### config.mk
export PLATFORM = sky130hd
export DESIGN_NAME = rom_fetch
export DESIGN_NICKNAME = d
export VERILOG_FILES = /design/src/rtl/rom_fetch.sv
export SDC_FILE = /design/constraint.sdc
export NUM_CORES = 1
export LEC_CHECK = 0
export CORE_ASPECT_RATIO = 0.8
export CORE_MARGIN = 4
export CORE_UTILIZATION = 49
export DETAILED_ROUTE_END_ITERATION = 6
export PLACE_DENSITY = 0.83
export SLEW_MARGIN = 20
export SYNTH_ARGS = -nofsm -noshare
export SYNTH_HDL_FRONTEND = slang
export SYNTH_SLANG_ARGS = --single-unit
### constraint.sdc
create_clock -name control -period 2.9 [get_ports control]
set_input_delay 0.725 -clock control [delete_from_list [all_inputs] [get_ports control]]
set_output_delay 0.725 -clock control [all_outputs]
set_load 0.02 [all_outputs]
### src/rtl/rom_fetch.sv
// Read initiator for a registered single-cycle ROM: walks base_addr..base_addr+length-1 and
// streams each byte over valid/ready. Define ROM_FETCH_TERM_EN to stop early on the TERM byte.
module rom_fetch #(
  parameter int                ADDR_W = 9,
  parameter int                DATA_W = 8,
  parameter logic [DATA_W-1:0] TERM   = 8'hFF
) (
  input  logic              control,
  input  logic              reset,
  input  logic              start,
  input  logic [ADDR_W-1:0] base_addr,
  input  logic [ADDR_W:0]   length,
  output logic [ADDR_W-1:0] mem_addr,
  output logic              mem_rd,
  input  logic [DATA_W-1:0] mem_data,
  output logic [DATA_W-1:0] data_out,
  output logic              data_valid,
  input  logic              data_ready,
  output logic              busy,
  output logic              done,
  output logic [ADDR_W:0]   word_cnt,
  output logic              term_hit
);

`ifdef ROM_FETCH_TERM_EN
  localparam bit TERM_EN = 1'b1;
`else
  localparam bit TERM_EN = 1'b0;
`endif

  typedef enum logic [2:0] {S_IDLE, S_ISSUE, S_WAIT, S_HOLD, S_DONE} state_t;

  state_t            state, state_nxt;
  logic [ADDR_W-1:0] cur_addr, addr_nxt;
  logic [ADDR_W:0]   len_q, cnt_inc;
  logic              term_seen;
  logic              term_q;

  // With the feature disabled term_seen is constant 0, so term_q never sets.
  assign term_seen = TERM_EN && (mem_data == TERM);
  assign cnt_inc   = word_cnt + (ADDR_W+1)'(1);
  assign term_hit  = term_q;

  always_ff @(posedge control or posedge reset) begin
    if (reset) state <= S_IDLE;
    else       state <= state_nxt;
  end

  always_comb begin
    state_nxt = state;
    addr_nxt  = cur_addr;
    case (state)
      S_IDLE: if (start) begin
        if (length == '0) state_nxt = S_DONE;
        else begin
          state_nxt = S_ISSUE;
          addr_nxt  = base_addr;
        end
      end
      S_ISSUE: state_nxt = S_WAIT;
      S_WAIT:  state_nxt = term_seen ? S_DONE : S_HOLD;
      S_HOLD: if (data_ready) begin
        addr_nxt  = cur_addr + ADDR_W'(1);
        state_nxt = (cnt_inc == len_q) ? S_DONE : S_ISSUE;
      end
      S_DONE:  state_nxt = S_IDLE;
      default: state_nxt = S_IDLE;
    endcase
  end

  always_comb begin
    busy       = (state != S_IDLE);
    done       = (state == S_DONE);
    data_valid = (state == S_HOLD);
  end

  // ROM port is registered off the next state so mem_rd lines up exactly with ISSUE.
  always_ff @(posedge control or posedge reset) begin
    if (reset) begin
      cur_addr <= '0;
      mem_addr <= '0;
      mem_rd   <= 1'b0;
      len_q    <= '0;
      word_cnt <= '0;
      data_out <= '0;
      term_q   <= 1'b0;
    end else begin
      cur_addr <= addr_nxt;
      mem_rd   <= (state_nxt == S_ISSUE);
      if (state_nxt == S_ISSUE) mem_addr <= addr_nxt;
      if (state == S_IDLE && start) begin
        len_q    <= length;
        word_cnt <= '0;
        term_q   <= 1'b0;
      end
      if (state == S_WAIT) begin
        if (term_seen) term_q   <= 1'b1;
        else           data_out <= mem_data;
      end
      if (state == S_HOLD && data_ready) word_cnt <= cnt_inc;
    end
  end

endmodule

==> Word-level counts from Yosys, hierarchy flattened <==
Cells that the tools add are included.
{ "word_totals": {"inputBits": 31, "output_inout_bits": 32, "register_bits": 50, "wordCells": 32} }
{ "classes": {"n_eq_ne": 6, "n_reduce_logical": 6, "n_mux": 11, "addsub": 2} }
{ "ops": {"columns": ["cell", "n"], "rows": [
  ["9-bit 2-to-1 mux", 3],
  ["10-bit 2-to-1 mux", 2],
  ["9-bit one-hot mux with 2 select lines", 1],
  ["3-bit 2-to-1 mux", 4],
  ["3-bit one-hot mux with 4 select lines", 1],
  ["10-bit by 1-bit adder with 10-bit output (second input constant)", 1],
  ["10-bit equality test", 1],
  ["10-bit zero test", 1],
  ["9-bit by 1-bit adder with 9-bit output (second input constant)", 1],
  ["3-bit by 1-bit equality test with 1-bit output (second input constant)", 2],
  ["3-bit by 2-bit equality test with 1-bit output (second input constant)", 2],
  ["3-bit equality test (second input constant)", 1],
  ["3-bit zero test", 1],
  ["3-bit nonzero test", 1],
  ["1-bit logical AND", 2],
  ["2-bit nonzero test", 1]
]} }

==> Depth between registers and ports, before layout <==
Gate-level depths: netlist of run 1.
{ "depth": {"depth_word": 6, "ltp_mapped": 8, "ltp_nobuf": 7} }

==> Worst setup path before layout of run 1 <==
Ideal clock, no wire load.
{ "synth_timing": {"path_kind": "register to register", "start": "reg word_cnt[2]", "end": "reg mem_addr[1]", "setup_ns": 0.125, "synth_period_minus_slack_ns": 2.544, "required_ns": 2.775, "path_stages_with_launch": 7, "slack_ns": 0.356, "arrival_ns": 2.420, "path_cell_list": "dfrtp_1 -> nand3_2 -> or3_1 -> a2111oi_2 -> a211oi_2 -> o32ai_4 -> mux2_2"} }
{ "synth_via": {"elab_chain_len": 6} }
{ "synth_rtl": {"columns": ["element", "line_no", "source"], "rows": [
  ["from (decl)", "21", "output logic [ADDR_W:0] word_cnt,"],
  ["from (signal assigned)", "100", "if (state == S_HOLD && data_ready) word_cnt <= cnt_inc;"],
  ["10-bit by 1-bit adder with 10-bit output", "41", "assign cnt_inc = word_cnt + (ADDR_W+1)'(1);"],
  ["10-bit equality test", "64", "state_nxt = (cnt_inc == len_q) ? S_DONE : S_ISSUE;"],
  ["3-bit 2-to-1 mux", "64", null],
  ["3-bit 2-to-1 mux", "62", "S_HOLD: if (data_ready) begin"],
  ["3-bit one-hot mux with 4 select lines", "52", "case (state)"],
  ["3-bit by 1-bit equality test with 1-bit output", "90", "if (state_nxt == S_ISSUE) mem_addr <= addr_nxt;"],
  ["to (signal assigned)", "90", null],
  ["to (decl)", "13", "output logic [ADDR_W-1:0] mem_addr,"]
]} }
Every way passes these cells.
A chain may end at the register's enable or synchronous reset.

==> Worst setup path after layout of run 1 <==
{ "layout_timing": {"start": "reg state[0]", "end": "out data_valid"} }
{ "layout_via": {"elab_chain_len": 1} }
{ "layout_rtl": {"columns": ["element", "line_no", "source"], "rows": [
  ["from (decl)", "33", "state_t state, state_nxt;"],
  ["from (signal assigned)", "46", "else state <= state_nxt;"],
  ["3-bit by 2-bit equality test with 1-bit output", "74", "data_valid = (state == S_HOLD);"],
  ["to (decl)", "17", "output logic data_valid,"]
]} }
Every way passes these cells.

==> results of run 1 <==
[power by group through the flow]
| stage | clock network [W] | logic [W] | registers [W] |
|---|---|---|---|
| detailed placement | 0 | 0.00156 | 0.00123 |
| finish | 0.000430 | 0.00155 | 0.00123 |
| CTS | 0.000443 | 0.00156 | 0.00122 |
| global placement | 0 | 0.00151 | 0.00122 |
| global route | 0.000481 | 0.00168 | 0.00126 |
| floorplan | 0 | 0.000822 | 0.00133 |
[cells in the final DEF, fill, tap and decap left out, types with 6 or more instances in the layout]
cell             synthesis  layout
a21oi_1                 10      10
buf_4                    2      13
clkbuf_8                 0       6
clkdlybuf4s50_1          0      61
dfrtp_1                 50      50
inv_1                   10       9
mux2_2                  26      26
nand2_1                 28      28
nand3_1                 19      19
nand4_1                  6       6
nor2_1                  14      14
nor3_1                   6       6
o211ai_1                 6       6
o21ai_0                 21      21
xnor2_1                  7       7
[flip-flops by register name, indices dropped and copies added, names as in the netlist]
signal,cells
cur_addr,9
state,3
len_q,10
data_out,8
mem_addr,9
word_cnt,10
mem_rd,1
[kinds of logic (layout without fill, tap and decap cells)]
group | Yosys count | count (layout)
compound gates | 56 | 56
xor+xnor | 12 | 12
fa+ha+maj | 2 | 2
buf+inv | 22 | 93
flops | 50 | 50
mux | 26 | 26
other cells | 1 | 1
simple gates | 87 | 87
[per-stage QoR]
step	setup slack, ns	total power, W	utilization
finish	0.223	0.00321	0.676
detailed placement	0.219	0.00279	0.657
CTS	0.226	0.00323	0.676
floorplan	0.356	0.00215	-
global route	0.108	0.00343	0.676
global placement	0.274	0.00273	0.657
[worst max-delay path, cell delays in order, from the launching register on]
cell and delay [ns]:
dfrtp_1 0.50, inv_1 0.14, nor2_1 0.15, nand2_1 0.14
inv_1 0.12, clkdlybuf4s50_1 0.61
[routing by layer]
metal,global-route usage,wire [µm],vias to the layer above
met5,0,0,-
met1,0.299,2800,1123
met4,0.0496,74,0
met3,0.0598,511,6
li1,-,-,1067
met2,0.317,2990,81
[worst paths after layout]
check / depth (start not counted) / to / slack [ns] / from
max in group asynchronous: 3 / mem_addr[8] / 1.50 / reset
max: 5 / data_valid / 0.22 / state[0]
min in group asynchronous: 2 / word_cnt[6] / 0.80 / reset
max reg2reg: 8 / mem_addr[5] / 0.36 / word_cnt[0]
min reg2reg: 1 / data_out[1] / 0.51 / data_out[1]
min: 1 / data_out[1] / 0.51 / data_out[1]
[cell type report]
cell class                 count  area [µm²]
sequential                    50        1250
tap                           62        77.6
inverter                      10        37.5
timing repair buffer          75         728
fill                         389        1640
multi-input combinational    184        1230
clock inverter                 2        16.3
clock buffer                   6        82.6
==> metrics.md, run 1 <==
| Metric | Value |
|---|---|
| Run status | `finished, final reports clean` |
| Maximum vdd drop | `around 0.00056 V` |
| Die width | `89.5 µm` |
| Leak pwr | `1.41 nW` |
| Post-synthesis mux area share | `0.112` |
| Class of the worst hold path | `flip-flop to flip-flop` |
| Rel. slew slack | `0.612` |
| Synth cell count leaders | `50 x dfrtp_1, 28 x nand2_1, 26 x mux2_2` |
| Worst Max-Slew Pin Slew | `0.580 ns` |
| Drt first-iter violations | `approximately 240` |
| Worst Setup End Kind | `primary output` |
| Core area | `between 0.005 and 0.006 mm²` |
| Placer Congestion | `0.904` |
| Number of remaining DRC errors | `0` |
| Comb power frac | `0.484` |
| Die Ht | `73.2 µm` |
| Worst EP arrival | `1.95 ns` |
| Max FO, Critical Path | `9` |
| Boundary pin count | `63` |
| Sequential fraction of design power | `0.382` |
| Net Sw Frac | `0.390` |
| Gr usage total | `0.210` |
| Detailed Route WL | `6380 µm` |
| Fin crit share | `0.923` |
| Post-Syn Area per Cell | `10.2 µm²` |
| First-pass GRT wire length | `~10000 µm` |
| CTS resizes | `0` |
| Root buf cell | `clkbuf_8` |
| Fmax | `374 MHz` |
| Post-synth EDFFs | `0` |
| Ratio of cells with drive above 1 in the final layout | `0.177` |
| Largest family of logic cells by synthesized area | `simple AND/OR/NAND/NOR gates` |
| Initial Utilization | `0.514` |
| Final hold violation count | `0` |
| CP Class | `flip-flop to primary output` |
| Diode count | `0` |
| Internal power | `just under 0.002 W` |
| Synth Area in Adders | `0.00961` |
| Final Max Slew Viols | `0` |
| Non-filler instance count after layout | `389` |
| Largest net degree at the start of global routing | `30` |
| Inst Count DP | `381` |
| XOR/XNOR Fraction of Synth Area | `0.0404` |
| Post-synthesis sequential area ratio | `0.481` |
| Synth area leaders | `dfrtp_1 48%, mux2_2 11%, nand2_1 4.0%` |
| Syn. warnings | `0` |
| DRT Pass-1 Iters | `5` |
| H-tree levels | `2` |
| TritonCTS buffer count | `5` |
| DP HPWL | `4960 µm` |
| Clock transition at path regs | `0.09 ns` |
| Clk Latency, worst-skew pair | `0.30 ns` |
| Hold-fix buffers, CTS | `0` |
| Die Area | `0.00655 mm²` |
| Max Cap Violations | `0` |
| Area grow syn2layout | `31.6%` |
| Worst setup SP type | `flip-flop` |
| Ys flop type | `dfrtp_1` |
| Largest area contributor in the netlist | `dfrtp_1` |
| Setup TNS | `0 ns` |
| Setup violation total in the final timing report | `0` |
| Routed Antenna Nets | `0` |
| Detailed-route via count | `2277` |
| GRT overflow | `0` |
| Post-Synth Simple-Gate Area | `0.162` |
| Setup Fix Bufs, Post-CTS | `0` |
| WP data required | `~2.2 ns` |
| Final instance area | `about 0.0034 mm²` |
| RSZ-0062 raised after global routing | `false` |
| Synth async-reset ratio | `1.00` |
| Post-Syn Area | `between 0.002 and 0.003 mm²` |
| Compound-Gate Fraction of Synth Area | `0.147` |
| Sw Pwr | `0.00125 W` |
| Clock sinks | `50` |
| Cell Rows | `23` |
| Number of synthesized register bits | `50` |
| Synth unique cells | `41` |
| WHS | `0.514 ns` |
| Initial antenna violation count | `0` |
| WL per Instance | `~16 µm` |
| Placed cell areas | `0.00333 mm²` |
| Clk pwr share | `0.134` |
| Vias in the first global route | `2171` |
| Synthesized Nets | `289` |
| IO Port Bufs | `61` |
| Avg Vias per Cell | `slightly below 6` |
| Power Density | `937 mW/mm²` |
| CTS tree | `yes` |
| Yosys top cell area share | `0.481` |
| Final Skew | `0.00499 ns` |
| Final nets | `359` |
| Post-layout min period | `2.68 ns` |
| Post-Syn Instances | `256` |
| Clk buf depth | `2` |
| Count leader, synth | `dfrtp_1` |
Power figures use the tool's default switching activity.
==> inputs of run 2 (changes only) <==
==> constraint.sdc (replaced) <==
create_clock -name control -period 2.85 [get_ports control]
set_input_delay 0.7125 -clock control [delete_from_list [all_inputs] [get_ports control]]
set_output_delay 0.7125 -clock control [all_outputs]
set_load 0.02 [all_outputs]
==> run 2 against run 1 <==
First-iteration DRC count increased by 4.1%. Sequential cell count unchanged. Register-to-register slack got worse by 0.08 ns. Worst setup slack got worse by 0.0049 ns. Critical path depth unchanged. Clock power increased by 5.6%. Sequential share of layout area decreased by 0.070 points. Final area increased by 0.29%. Power increased by 2.5%. Core utilization increased by 0.20 points. Combinational power about the same. Critical endpoint unchanged.
==> metrics.md, run 2 (same netlist as run 1, synthesis figures left out) <==
| Metric | Value |
|---|---|
| Run status | `finished, final reports clean` |
| Initial antenna violation count | `0 (unchanged)` |
| Non-filler instance count after layout | `390 (+0.26%)` |
| RR Endpoint | `mem_addr[4]` |
| Cell Rows | `23 (unchanged)` |
| Critical path's most frequent cell | `inv_1` |
| GRT overflow | `0 (unchanged)` |
| Clock transition at path regs | `0.10 ns (about the same)` |
| Final nets | `360 (+0.28%)` |
| Worst Setup End Kind | `primary output` |
| Boundary pin count | `63 (unchanged)` |
| Vias in the first global route | `2366 (+9.0%)` |
| Max FO, Critical Path | `9 (unchanged)` |
| Final instance area | `0.00344 mm² (+0.29%)` |
| Power Density | `957 mW/mm² (+2.2%)` |
| Drt first-iter violations | `251 (+4.1%)` |
| IO Port Bufs | `61 (unchanged)` |
| Rel. slew slack | `0.622 (+0.00949)` |
| Ratio of cells with drive above 1 in the final layout | `0.183 (+0.00556)` |
| Max Cap Violations | `0 (unchanged)` |
| Largest net degree at the start of global routing | `21 (-30%)` |
| WP data required | `2.14 ns (-0.03 ns)` |
| Maximum vdd drop | `0.000518 V (-7.9%)` |
| Hold Startpoint | `mem_addr[0]` |
| Final Max Slew Viols | `0 (unchanged)` |
| Root buf cell | `clkbuf_8` |
| Final hold violation count | `0 (unchanged)` |
| Die width | `89.5 µm (unchanged)` |
| DRT Pass-1 Iters | `4 (-1)` |
| WL per Instance | `17.2 µm (+4.9%)` |
| First-pass GRT wire length | `11400 µm (+9.2%)` |
| Cell depth of the worst flop-to-flop path | `7 (-1)` |
| Fmax | `between 300 and 400 MHz` |
| Setup violation total in the final timing report | `0 (unchanged)` |
| Most common cell after layout, fill and taps aside | `clkdlybuf4s50_1` |
| Post-layout min period | `2.63 ns` |
| CTS tree | `yes` |
| Worst EP arrival | `1.92 ns (-0.03 ns)` |
| TritonCTS buffer count | `5 (unchanged)` |
| Reg2reg setup slack | `0.28 ns (-0.08 ns)` |
| RSZ-0062 raised after global routing | `false` |
| Die Ht | `73.2 µm (unchanged)` |
| Core area | `0.00506 mm² (unchanged)` |
| CP Class | `flip-flop to primary output` |
| Worst setup SP type | `flip-flop` |
| FF-to-FF Start | `word_cnt[4]` |
| Diode count | `0 (unchanged)` |
| Avg Vias per Cell | `5.85 (about the same)` |
| Biggest regs | `len_q x10, word_cnt x10` |
| Gr usage total | `0.229 (+0.0189)` |
| Worst Max-Slew Pin Slew | `0.565 ns (-0.0150 ns)` |
| Die Area | `0.00655 mm² (unchanged)` |
| Final Skew | `0.00648 ns (+0.00148 ns)` |
| Worst Hold End | `mem_addr[0]` |
| H-tree levels | `2 (unchanged)` |
| Leak pwr | `1.42 nW (+0.54%)` |
| Routed Antenna Nets | `0 (unchanged)` |
| Area grow syn2layout | `32.0%` |
| Placer Congestion | `0.901 (-0.31%)` |
| Number of remaining DRC errors | `0 (unchanged)` |
| Commonest cells after routing, fill and taps aside | `61 x clkdlybuf4s50_1, 49 x dfrtp_1, 28 x nand2_1` |
| DP HPWL | `5000 µm (+0.63%)` |
| Critical-path cell list | `inv_1, nor2_1, nand2_1, inv_1, clkdlybuf4s50_1` |
| Hold-fix buffers, CTS | `0 (unchanged)` |
| Clk Latency, worst-skew pair | `0.31 ns (about the same)` |
| CP peak stage delay | `0.63 ns (+0.02 ns)` |
| Clock sinks | `50 (unchanged)` |
| Initial Utilization | `0.514 (unchanged)` |
| Placed cell areas | `0.00333 mm² (+0.23%)` |
| Fin crit share | `0.924` |
| Clk buf depth | `2 (unchanged)` |
| Detailed-route via count | `2281 (+0.18%)` |
| Worst Hold Depth | `1 (unchanged)` |
| Class of the worst hold path | `flip-flop to flip-flop` |
| Crit path max-delay cell type | `clkdlybuf4s50_1` |
| Setup TNS | `0 ns (unchanged)` |
| Detailed Route WL | `6710 µm (+5.2%)` |
| Inst Count DP | `382 (+0.26%)` |
-- run 2: changes by cell type in the layout (fill, tap and decap cells not counted), sizes merged --
cell      previous run  this run
clkinv               0         2
buf                 14        15
clkinvlp             1         0
inv                 11        10
-- run 2: per-stage QoR --
step	hold WS, ns	setup WS, ns	power [W]	utilization
floorplan	0.470	0.306	0.00219	-
global placement	0.486	0.238	0.00277	0.658
detailed placement	0.484	0.205	0.00283	0.658
CTS	0.518	0.158	0.00330	0.678
global route	0.524	0.0725	0.00352	0.678
finish	0.513	0.218	0.00329	0.678
-- run 2: cell type report --
| class | count | area [µm²] |
|---|---|---|
| inverter | 10 | 37.5 |
| sequential | 50 | 1250 |
| timing repair buffer | 76 | 736 |
| multi-input combinational | 184 | 1230 |
| clock inverter | 2 | 17.5 |
| tap | 62 | 77.6 |
| fill | 397 | 1630 |
| clock buffer | 6 | 82.6 |
-- run 2: metal layers --
layer,GRT usage,share of wire
met5,0,0
met4,0.0860,0.017
met1,0.320,0.44
met2,0.345,0.47
met3,0.0542,0.066
-- run 2: critical path: cells and delay by family (launching register included) --
family | cells | cell delay, ns
buf+inv | 3 | 0.86
flops | 1 | 0.45
simple gates | 2 | 0.29
-- run 2: what timing repair did --
action	4_1_cts	5_1_grt
resized for setup	0	1
endpoints found under the hold margin	0	0
setup buffers	0	0
endpoints found under the setup margin	0	1
-- run 2: how the worst max path moves through the flow --
| stage | startpoint | end | slack [ns] | cells past startpoint |
|---|---|---|---|---|
| 5_1_grt | state[0] | data_valid | 0.07 | 5 |
| 3_3_place_gp | data_ready | mem_addr[8] | 0.24 | 7 |
| 4_1_cts | state[0] | data_valid | 0.16 | 5 |
| 3_5_place_dp | data_ready | mem_addr[4] | 0.20 | 7 |
| 6_report | state[0] | data_valid | 0.22 | 5 |
| 2_1_floorplan | word_cnt[2] | mem_addr[1] | 0.31 | 6 |
-- run 2: power by group --
part           switching [W]  leakage [nW]  internal [W]
clock               0.000254        0.0514      0.000200
combinational       0.000785         0.746      0.000796
sequential          0.000258         0.625      0.000996
==> inputs of run 3 (changes only) <==
--- a/config.mk
+++ b/config.mk
@@ -7,9 +7,9 @@
 export LEC_CHECK = 0
 export CORE_ASPECT_RATIO = 0.8
 export CORE_MARGIN = 4
-export CORE_UTILIZATION = 49
+export CORE_UTILIZATION = 45
 export DETAILED_ROUTE_END_ITERATION = 6
-export PLACE_DENSITY = 0.83
+export PLACE_DENSITY = 0.81
 export SLEW_MARGIN = 20
 export SYNTH_ARGS = -nofsm -noshare
 export SYNTH_HDL_FRONTEND = slang
==> constraint.sdc (replaced) <==
create_clock -name control -period 2.3 [get_ports control]
set_input_delay 0.575 -clock control [delete_from_list [all_inputs] [get_ports control]]
set_output_delay 0.575 -clock control [all_outputs]
set_load 0.02 [all_outputs]
==> run 3 against run 2 <==
Hold slack gained 0.0046 ns. Power grew 33%. Core utilization increased by 0.19 points. Combinational power increased by 36%. Clock power up 38%. Clock-buffer cell count is the same. Sequential share of layout area down 2.8 points.
==> metrics.md, run 3 (same netlist as run 1, synthesis figures left out) <==
| Metric | Value |
|---|---|
| WL per Instance | `15.5 µm (-9.8%)` |
| Detailed Route WL | `6640 µm (-1.0%)` |
| DRT Pass-1 Iters | `4 (unchanged)` |
| Detailed-route via count | `2318 (+1.6%)` |
| WP data required | `2.50 ns (+0.36 ns)` |
| Area grow syn2layout | `44.4%` |
| Root buf cell | `clkbuf_8` |
| Final Skew | `0.0127 ns (+0.00624 ns)` |
| DP HPWL | `5090 µm (+1.9%)` |
| Die Area | `0.00707 mm² (+8.0%)` |
| Final Max Slew Viols | `0 (unchanged)` |
| Run status | `finished, final reports clean` |
| Worst EP arrival | `2.45 ns (+0.53 ns)` |
| Core area | `0.00553 mm² (+9.1%)` |
| RR Endpoint | `mem_addr[7]` |
| Most common cell after layout, fill and taps aside | `clkdlybuf4s50_1` |
| GRT overflow | `0 (unchanged)` |
| Clk buf depth | `2 (unchanged)` |
| Number of remaining DRC errors | `0 (unchanged)` |
| Worst Hold End | `data_out[3]` |
| H-tree levels | `2 (unchanged)` |
| Clk Latency, worst-skew pair | `0.31 ns (about the same)` |
| Sw Pwr | `0.00165 W (+28%)` |
| IO Port Bufs | `61 (unchanged)` |
| Fillers | `416 (+4.8%)` |
| Clock transition at path regs | `0.10 ns (about the same)` |
| Fin crit share | `0.977` |
| Worst Hold Depth | `1 (unchanged)` |
| Drt first-iter violations | `127 (-49%)` |
| Setup TNS | `0 ns (unchanged)` |
| Maximum vdd drop | `0.000678 V (+31%)` |
| Post-layout min period | `2.25 ns` |
| Die width | `93.0 µm (+4.0%)` |
| Commonest cells after routing, fill and taps aside | `58 x clkdlybuf4s50_1, 40 x dfrtp_1, 35 x buf_4` |
| Inst Count DP | `419 (+9.7%)` |
| Diode count | `0 (unchanged)` |
| RSZ-0062 raised after global routing | `true` |
| Worst setup SP type | `flip-flop` |
| Die Ht | `76.0 µm (+3.9%)` |
| Class of the worst hold path | `flip-flop to flip-flop` |
| Ratio of cells with drive above 1 in the final layout | `0.280 (+0.0971)` |
| CTS tree | `yes` |
| Cell depth of the worst flop-to-flop path | `7 (unchanged)` |
| Initial Utilization | `0.471 (-0.0428)` |
| TritonCTS buffer count | `5 (unchanged)` |
| Clk pwr share | `0.144 (+0.006)` |
| Setup violation total in the final timing report | `0 (unchanged)` |
| Non-filler instance count after layout | `428 (+9.7%)` |
| Worst Setup End Kind | `flip-flop` |
| Leak pwr | `1.57 nW (+10%)` |
| Final nets | `382 (+6.1%)` |
| Reg2reg setup slack | `0.05 ns (-0.23 ns)` |
| Initial antenna violation count | `0 (unchanged)` |
| CP Class | `flip-flop to flip-flop` |
| Placer Congestion | `0.895 (-0.74%)` |
| Comb power frac | `0.493 (+0.012)` |
| Clock sinks | `50 (unchanged)` |
| Hold-fix buffers, CTS | `0 (unchanged)` |
| Biggest regs | `len_q x10, word_cnt x10` |
| Vias in the first global route | `2364 (-0.085%)` |
| Fmax | `about 440 MHz` |
| Power Density | `1160 mW/mm² (+21%)` |
| Gr usage total | `0.199 (-0.0291)` |
| Max FO, Critical Path | `10 (+1)` |
| Net Sw Frac | `0.379 (-0.0156)` |
| FF-to-FF Start | `len_q[9]` |
| Max Cap Violations | `0 (unchanged)` |
| Boundary pin count | `63 (unchanged)` |
| First-pass GRT wire length | `11300 µm (-1.4%)` |
| Routed Antenna Nets | `0 (unchanged)` |
| Final hold violation count | `0 (unchanged)` |
| Cell Rows | `24 (+4.3%)` |
| Sequential fraction of design power | `0.364 (-0.017)` |
| Largest net degree at the start of global routing | `30 (+43%)` |
| Avg Vias per Cell | `5.42 (-7.4%)` |
| Hold Startpoint | `data_out[3]` |
| Internal power | `0.00271 W (+36%)` |
==> run 3: power groups by stage <==
stage,logic [W],registers [W],clock network (W)
2_1_floorplan,0.00113,0.00170,0
3_3_place_gp,0.00208,0.00156,0
3_5_place_dp,0.00214,0.00158,0
4_1_cts,0.00214,0.00158,0.000639
5_1_grt,0.00235,0.00164,0.000676
6_report,0.00215,0.00159,0.000628
==> run 3: worst max path at each step <==
stage,start,endpoint,slack [ns],depth (start not counted)
3_5_place_dp,length[4],mem_addr[7],-0.18,8
2_1_floorplan,word_cnt[0],mem_addr[1],-0.09,6
6_report,len_q[9],mem_addr[7],0.05,7
5_1_grt,len_q[9],mem_addr[3],-0.04,7
4_1_cts,word_cnt[1],mem_addr[7],0.004,7
3_3_place_gp,length[0],mem_addr[7],-0.13,8
==> run 3: repair_timing <==
| item | CTS | global route |
|---|---|---|
| setup buffers | 0 | 1 |
| endpoints found under the setup margin | 3 | 9 |
| pin swaps | 0 | 1 |
| gates resized for setup | 5 | 8 |
==> run 3: area by class of cell <==
| class | count | area, µm² | area share |
|---|---|---|---|
| multi-input combinational | 184 | 1340 | 0.356 |
| inverter | 10 | 37.5 | 0.00999 |
| tap | 78 | 97.6 | 0.0260 |
| clock buffer | 6 | 72.6 | 0.0193 |
| sequential | 50 | 1260 | 0.336 |
| timing repair buffer | 98 | 913 | 0.243 |
| clock inverter | 2 | 37.5 | 0.00999 |
==> run 3: per-layer routing <==
metal | share of wire | GRT usage
met1 | 0.46 | 0.281
met2 | 0.46 | 0.307
met3 | 0.077 | 0.0484
met4 | 0.0086 | 0.0556
met5 | 0 | 0
==> run 3: through the flow <==
stage | hold slack [ns] | setup WS, ns | cell area [µm²] | power [W] | utilization
after global routing | 0.540 | -0.0389 | 3760 | 0.00467 | 0.680
after CTS | 0.516 | 0.00397 | 3720 | 0.00436 | 0.674
after detailed placement | 0.490 | -0.179 | 3600 | 0.00372 | 0.652
after floorplan | 0.473 | -0.0926 | 2690 | 0.00283 | -
final | 0.518 | 0.0521 | 3760 | 0.00437 | 0.680
after global placement | 0.484 | -0.130 | 3600 | 0.00365 | 0.652
==> run 3: critical path, stage by stage, from the launching register on <==
cell and delay [ns]:
dfrtp_1 0.44, xnor2_2 0.18, or3_4 0.35, a2111oi_4 0.31, a211oi_2 0.12, o32ai_4 0.26, buf_12 0.18, mux2_4 0.30
